$ cat config.mk
export PLATFORM = sky130hd
export DESIGN_NAME = sobel_edge
export DESIGN_NICKNAME = d
export VERILOG_FILES = /design/src/rtl/sobel_edge.sv
export SDC_FILE = /design/constraint.sdc
export NUM_CORES = 2
export LEC_CHECK = 0
export ABC_AREA = 1
export BUFFER_PORTS_ARGS = -buffer_cell sky130_fd_sc_hd__buf_2
export CAP_MARGIN = 20
export CORE_ASPECT_RATIO = 1.75
export CORE_MARGIN = 2
export CORE_UTILIZATION = 45
export CTS_CLUSTER_SIZE = 30
export DETAILED_ROUTE_END_ITERATION = 7
export PLACE_DENSITY_LB_ADDON = 0.05
export SYNTH_ARGS = -nofsm -noshare
export SYNTH_HDL_FRONTEND = slang
export SYNTH_SLANG_ARGS = --single-unit
export TNS_END_PERCENT = 20
$ cat constraint.sdc
create_clock -name clk_i -period 7.27 [get_ports clk_i]
set_input_delay 0.3635 -clock clk_i [delete_from_list [all_inputs] [get_ports clk_i]]
set_output_delay 0.3635 -clock clk_i [all_outputs]
set_load 0.01 [all_outputs]
$ cat src/rtl/sobel_edge.sv
// sobel_edge: streaming 3x3 Sobel gradient magnitude and thresholded edge flag over a square raster.
// Ports:
//   clk_i         rising-edge clock
//   reset_i       synchronous active-high reset (wins over a simultaneous in_valid_i)
//   in_valid_i    input pixel qualifier, no backpressure, arbitrary gaps allowed
//   din_i         8-bit unsigned pixel in raster order
//   out_valid_o   dout_o/edge_o carry an interior result this cycle
//   dout_o        min(|Gx|+|Gy|, 255), held while out_valid_o is low
//   edge_o        |Gx|+|Gy| >= THRESH on the unsaturated magnitude, held while out_valid_o is low
//   frame_done_o  one-cycle pulse coincident with the last result of a frame
module sobel_edge #(
    parameter int WIDTH  = 128,
    parameter int THRESH = 128
) (
    input  logic       clk_i,
    input  logic       reset_i,
    input  logic       in_valid_i,
    input  logic [7:0] din_i,
    output logic       out_valid_o,
    output logic [7:0] dout_o,
    output logic       edge_o,
    output logic       frame_done_o
);
    localparam int CW = $clog2(WIDTH);
    localparam logic [CW-1:0] LAST = CW'(WIDTH - 1);

    typedef enum logic [1:0] {IDLE, STREAM, DONE} state_t;

    state_t          state_q, state_d;
    logic [CW-1:0]   col_q, col_d, row_q, row_d;
    logic [7:0]      lb1_q [WIDTH];
    logic [7:0]      lb2_q [WIDTH];
    logic [7:0]      wa_q [3];
    logic [7:0]      wb_q [3];
    logic [7:0]      nc [3];
    logic            accept, interior, last_px;
    logic signed [10:0] gx, gy;
    logic [10:0]     mag;
    logic            out_valid_q, edge_q;
    logic [7:0]      dout_q;

    // 1-2-1 weighted sum of three taps, at most 1020
    function automatic logic [9:0] wsum(input logic [7:0] a, input logic [7:0] b, input logic [7:0] c);
        return {2'b0, a} + {1'b0, b, 1'b0} + {2'b0, c};
    endfunction

    assign accept   = in_valid_i && !reset_i;
    assign interior = col_q >= CW'(2) && row_q >= CW'(2);

    // Window columns: wa_q is j=0, wb_q is j=1, and the incoming column nc is j=2,
    // so the result for this accept is computed before the window shifts.
    always_comb begin
        nc[0] = lb2_q[col_q];
        nc[1] = lb1_q[col_q];
        nc[2] = din_i;
    end

    assign gx  = $signed({1'b0, wsum(nc[0], nc[1], nc[2])}) - $signed({1'b0, wsum(wa_q[0], wa_q[1], wa_q[2])});
    assign gy  = $signed({1'b0, wsum(wa_q[2], wb_q[2], nc[2])}) - $signed({1'b0, wsum(wa_q[0], wb_q[0], nc[0])});
    assign mag = $unsigned(gx[10] ? -gx : gx) + $unsigned(gy[10] ? -gy : gy);

    // Counters run on every accepted pixel and wrap to (0,0) after the last one,
    // so IDLE and DONE see zero counters and a pixel in DONE starts the next frame.
    always_comb begin
        last_px = col_q == LAST && row_q == LAST;
        col_d   = col_q;
        row_d   = row_q;
        state_d = state_q;
        if (in_valid_i) begin
            col_d   = col_q == LAST ? '0 : col_q + 1'b1;
            row_d   = col_q == LAST ? (row_q == LAST ? '0 : row_q + 1'b1) : row_q;
            state_d = last_px ? DONE : STREAM;
        end else if (state_q == DONE) begin
            state_d = IDLE;
        end
    end

    // Storage without reset: stale taps are always overwritten before the first
    // interior result of a frame.
    always_ff @(posedge clk_i) begin
        if (accept) begin
            lb1_q[col_q] <= din_i;
            lb2_q[col_q] <= lb1_q[col_q];
            for (int i = 0; i < 3; i++) begin
                wa_q[i] <= wb_q[i];
                wb_q[i] <= nc[i];
            end
        end
    end

    always_ff @(posedge clk_i) begin
        if (reset_i) begin
            state_q     <= IDLE;
            col_q       <= '0;
            row_q       <= '0;
            out_valid_q <= 1'b0;
            dout_q      <= '0;
            edge_q      <= 1'b0;
        end else begin
            state_q     <= state_d;
            col_q       <= col_d;
            row_q       <= row_d;
            out_valid_q <= in_valid_i && interior;
            if (in_valid_i && interior) begin
                dout_q <= mag > 11'd255 ? 8'hff : mag[7:0];
                edge_q <= mag >= 11'(THRESH);
            end
        end
    end

    assign out_valid_o  = out_valid_q;
    assign dout_o       = dout_q;
    assign edge_o       = edge_q;
    assign frame_done_o = state_q == DONE;
endmodule

Word-level counts from Yosys, hierarchy flattened
Memory sizes are Yosys's and may differ from the RTL's. A register that Yosys moved wholly into a read port is not among the register bits. Index checks and enable logic that the tools add are counted.

Add/sub/neg operators: 15. Magnitude comparators: 4. Eq/ne operators: 3. Multiplexer cells: 14. Reduce and logical (&&, ||, !) cells: 7.

Operator list (number): $mux W7 (6); $add A10 B8 Y10 (4); $add A8 B9 Y10 (4); $mux W11 (2); $neg A11 Y11 (2); $sub A10 B10 Y11 (2); $add A7 B1 Y7 const B (2); $eq A7 B7 Y1 const B (2); $ge A7 B2 Y1 const B (2); $add A11 B11 Y11 (1); $ge A11 B8 Y1 const B (1); $gt A11 B8 Y1 const B (1); $mux W8 (1); $mux W2 (3); $logic_and A1 B1 Y1 (4); $eq A2 B2 Y1 const B (1); $mux W1 (2); $reduce_and A2 Y1 (1); $reduce_bool A2 Y1 (1); $logic_not A1 Y1 (1).

Bits in registers: 26. Memory bits (writable): 2096. Output and inout bits: 11. Word-level logic and storage cells: 53. Memories: 4.

Memory list: lb1_q (depth 128, bits a word 8, read ports 1, clocked after Yosys merged registers in 1, write ports 1, line 31) `logic [7:0] lb1_q [WIDTH];`; lb2_q (depth 128, bits a word 8, read ports 1, clocked after Yosys merged registers in 1, write ports 1, line 32) `logic [7:0] lb2_q [WIDTH];`; wa_q (depth 3, bits a word 8, read ports 3, clocked after Yosys merged registers in 0, write ports 3, line 33) `logic [7:0] wa_q [3];`; wb_q (depth 3, bits a word 8, read ports 3, clocked after Yosys merged registers in 0, write ports 3, line 34) `logic [7:0] wb_q [3];`.

Logic depth before layout (Yosys ltp)
Word-level depth: 8. Depth in mapped cells: 50. Depth with buffers taken out: 45.

Worst setup path before layout
No wires, ideal clock.

Kind: register to register. Start: reg (tool-made name). End: reg dout_q[2] (netlist: dout_o[2]). Library setup time: 0.109 ns. Arrival time: 7.817 ns. Path slack: -0.656 ns. Cell stages (with the launch flop): 44. Path buffers: 6. Cell sequence: dfxtp_1 -> buf_6 -> inv_6 -> buf_6 -> buf_8 -> buf_8 -> buf_6 -> buf_2 -> o21ai_0 -> o22ai_1 -> nand2_1 -> nand3_1 -> nand3_1 -> nand3_1 -> nand3_1 -> nand2_1 -> fa_1 -> inv_1 -> [8 not listed] -> nand2_1 -> o21ai_0 -> xor2_1 -> inv_1 -> ha_1 -> nand2_1 -> inv_1 -> a21oi_1 -> nand2_1 -> a21o_1 -> a21oi_1 -> nand3_1 -> nand2_1 -> nand2_1 -> inv_2 -> nand3_1 -> nand2_1 -> inv_1.

RTL lines: to (signal assigned) (line 105) `dout_q <= mag > 11'd255 ? 8'hff : mag[7:0];`; to (decl) (line 40) `logic [7:0] dout_q;`.

==> impl_results.md <==
* Initial antenna violation count at 13
* Antenna Nets Post-Route at 0
* Vias in the first global route at 58630
* Area Overhead vs Synth at 19.75%
* H-Tree Depth at 4
* Worst Tran Pin Value at 1.106 ns
* Hold Path Origin: din_i[6]
* Die width at 336.7 um
* Drc violations at 0
* Clk buf depth at 4
* CP most frequent cell: nand2_1
* TritonRoute pass-1 iters at 6
* Root Buffer Master: clkbuf_16
* Crit Path Max Fanout at 20
* Vias/cell at 5.791
* Reg2Reg Depth at 43
* TritonCTS buffer count at 199
* Hold Path Class: input pin to flop
* Sequential area share after synthesis at 72.97%
* Final Slew Violations at 0
* Status: finished, final reports clean
* Reg-to-Reg End: edge_o
* First-pass GRT wire length at 417800 um
* Die area at 197400 um^2
* Fin crit period at 7.108 ns
* Yosys cell types at 41
* Total of max-cap violations at 0
* GRT Overall Usage at 29.61%
* Worst slew margin at 25.98%
* CP startpoint kind: flop
* Cell Pwr Density at 314.6 nW/um^2
* Final Setup Violations at 0
* GRT overflow at 0
* Row cnt at 213
* Critical path's largest stage delay at 0.55 ns
* TritonCTS clock tree: yes
* Worst hold slack at 0.001214 ns
* WL final at 297800 um
* Worst-path clk slew at 0.07 ns
* Buffers on Ports at 21
* Finished Layout Cells at 10310
* Drt wl/cell at 28.89 um
* Hold path endpoint: lb1_q[8][6]
* Placed instance count at 9885
* RSZ-0062 raised after global routing: yes
* Worst hold path depth at 1
* Largest net degree at the start of global routing at 130
* Leak at 35.93 nW
* Warnings, synthesis at 0
* Fraction of the cycle the final worst path needs at 97.77%
* Max Clk Rate at 0.1407 GHz
* Number of nets in the layout at 7685
* Routability cong. at 0.9046
* Clk_lat worst skew at 0.89 ns
* Hold Fails Final Rpt at 0
* DRT iter0 DRCs at 6089
* Core area at 192400 um^2
* Setup CP Type: flop to flop
* Mapped Area at 87150 um^2
* Worst vdd ir at 0.0005998 V
* Layout cells sized above 1 at 18.31%
* Slowest CP cell: fa_1
* Syn Nets at 7034
* Syn Area/Cell at 12.59 um^2
* Final Skew at 0.09976 ns
* Initial Util at 45.29%
* Vert. Die Dim at 586.2 um
* Sink Count at 2129
* Crit end category: flop
* Arr. time, crit path at 7.79 ns
* Seq cells post-synth at 2129
* Hpwl dp at 188300 um
* Via Count at 59680
* Critical Path RT at 7.95 ns
* Synth Instances at 6920
* Design Power at 0.03284 W
* I/O pins at 22
* Reg-to-reg slack, setup at 0.16 ns
[metal layers]
layer	up-vias	wire (um)	track usage, %
met1	30360	110800	35.88
met2	2096	150300	51.40
met3	599	16890	3.386
li1	26620	-	-
met5	-	10	0
met4	2	19710	16.52
[how the worst max path moves through the flow]
| stage | slack (ns) | to | cells after the start | start |
|---|---|---|---|---|
| after floorplan | 0.08 | dout_o[2] | 40 | flop |
| after global placement | -0.63 | dout_o[3] | 41 | flop |
| after detailed placement | -0.55 | edge_o | 38 | flop |
| after CTS | 0.001 | edge_o | 46 | flop |
| after global routing | -0.22 | dout_o[7] | 43 | flop |
| final | 0.16 | edge_o | 43 | flop |
[area by class of cell]
class / instances / area, um^2
antenna: 3 / 7.507
clock inverter: 98 / 1064
timing repair buffer: 909 / 8677
tap: 2580 / 3228
inverter: 205 / 837.1
multi-input combinational: 4124 / 21620
clock buffer: 256 / 5258
fill: 16380 / 88050
timing repair inverter: 3 / 55.05
sequential: 2129 / 63620
[cell usage in the layout, fill, tap and decap left out, types with 30 or more instances in the layout]
cell type and instances:
inv_1 184, buf_12 80, edfxtp_1 2096, a21oi_1 30, buf_4 727, clkbuf_16 214
o22ai_1 560, o21ai_2 39, nor2_1 1385, o21ai_1 140, clkbuf_1 54, nor2_2 36
o22ai_2 40, nand3_1 130, clkinv_1 37, buf_6 37, fa_1 62, nand2_1 419
o21ai_0 1089
[synth_stat cells]
library cell,count,area [um^2]
edfxtp_1,2096,62940
nor2_1,1425,5349
o21ai_0,1166,5836
o22ai_1,602,3766
nand2_1,443,1663
clkbuf_1,241,904.6
inv_1,197,739.5
nand3_1,146,730.7
buf_2,119,595.6
o21ai_1,107,535.5
fa_1,63,1261
buf_4,60,450.4
a21oi_1,43,215.2
ha_1,40,500.5
dfxtp_1,33,660.6
buf_6,22,247.7
nor3_1,22,110.1
xor2_1,19,166.4
buf_1,16,60.06
nand4_1,15,93.84
xnor2_1,8,70.07
inv_2,5,18.77
a211oi_1,3,22.52
a31oi_1,3,18.77
nor4_1,3,18.77
o21ai_2,3,26.28
a21o_1,2,15.01
a31o_2,2,17.52
buf_8,2,30.03
clkbuf_2,2,10.01
o21bai_1,2,15.01
a21boi_1,1,7.510
a22oi_1,1,7.510
and2_1,1,6.260
and3_1,1,6.260
clkinv_1,1,3.750
clkinv_2,1,5.000
inv_6,1,8.760
nand3b_1,1,7.510
o31ai_1,1,7.510
or2_2,1,6.260
[critical path: cells and delay by family, from the launching register on]
family / cells / cell delay [ns]
XOR/XNOR: 1 / 0.14
AO/OA/AOI/OAI: 11 / 1.66
buffers and inverters: 11 / 1.50
flip-flops: 1 / 0.38
AND/OR/NAND/NOR: 15 / 1.22
adder cells (fa/ha/maj): 5 / 2.03
[metrics by stage]
| step | setup WS, ns | setup TNS (ns) | utilization (%) | instance area, um^2 |
|---|---|---|---|---|
| after CTS | 0.001477 | 0 | 53.45 | 102800 |
| after detailed placement | -0.5540 | -4.549 | 49.71 | 95640 |
| after global routing | -0.2235 | -1.657 | 54.24 | 104400 |
| after global placement | -0.6342 | -5.398 | 49.62 | 95480 |
| after floorplan | 0.08186 | 0 | - | 87160 |
| final | 0.1621 | 0 | 54.24 | 104400 |
[flip-flops by register name, summed over array words and instances (netlist names), named ones only]
signal       cells
dout_o           8
out_valid_o      1
lb1_q         1024
col_q            7
wb_q            24
wa_q            24
edge_o           1
row_q            7
lb2_q         1024
state_q          2
[logic make-up after synthesis]
group	count (synthesis)	share of synthesized area (%)
adder cells (fa/ha/maj)	103	2.021
buffers and inverters	667	3.527
AO/OA/AOI/OAI	1936	12.04
AND/OR/NAND/NOR	2058	9.169
XOR/XNOR	27	0.2713
flip-flops	2129	72.97
[power breakdown]
part | leakage, nW | internal (W) | switching, W
clock | 3.07 | 0.00591 | 0.00457
combinational | 13.7 | 0.00384 | 0.00482
sequential | 19.1 | 0.0137 | 0.0000165
total | 35.9 | 0.0234 | 0.00941
[what timing repair did]
action,in CTS,in global routing
endpoints found under the setup margin,9,9
endpoints found under the hold margin,44,0
pin swaps,17,104
resized for setup,125,258
cloned,8,13
buffers inserted,9,30
hold buffers,6,0
Note: power is estimated with default switching activity, not from simulation.
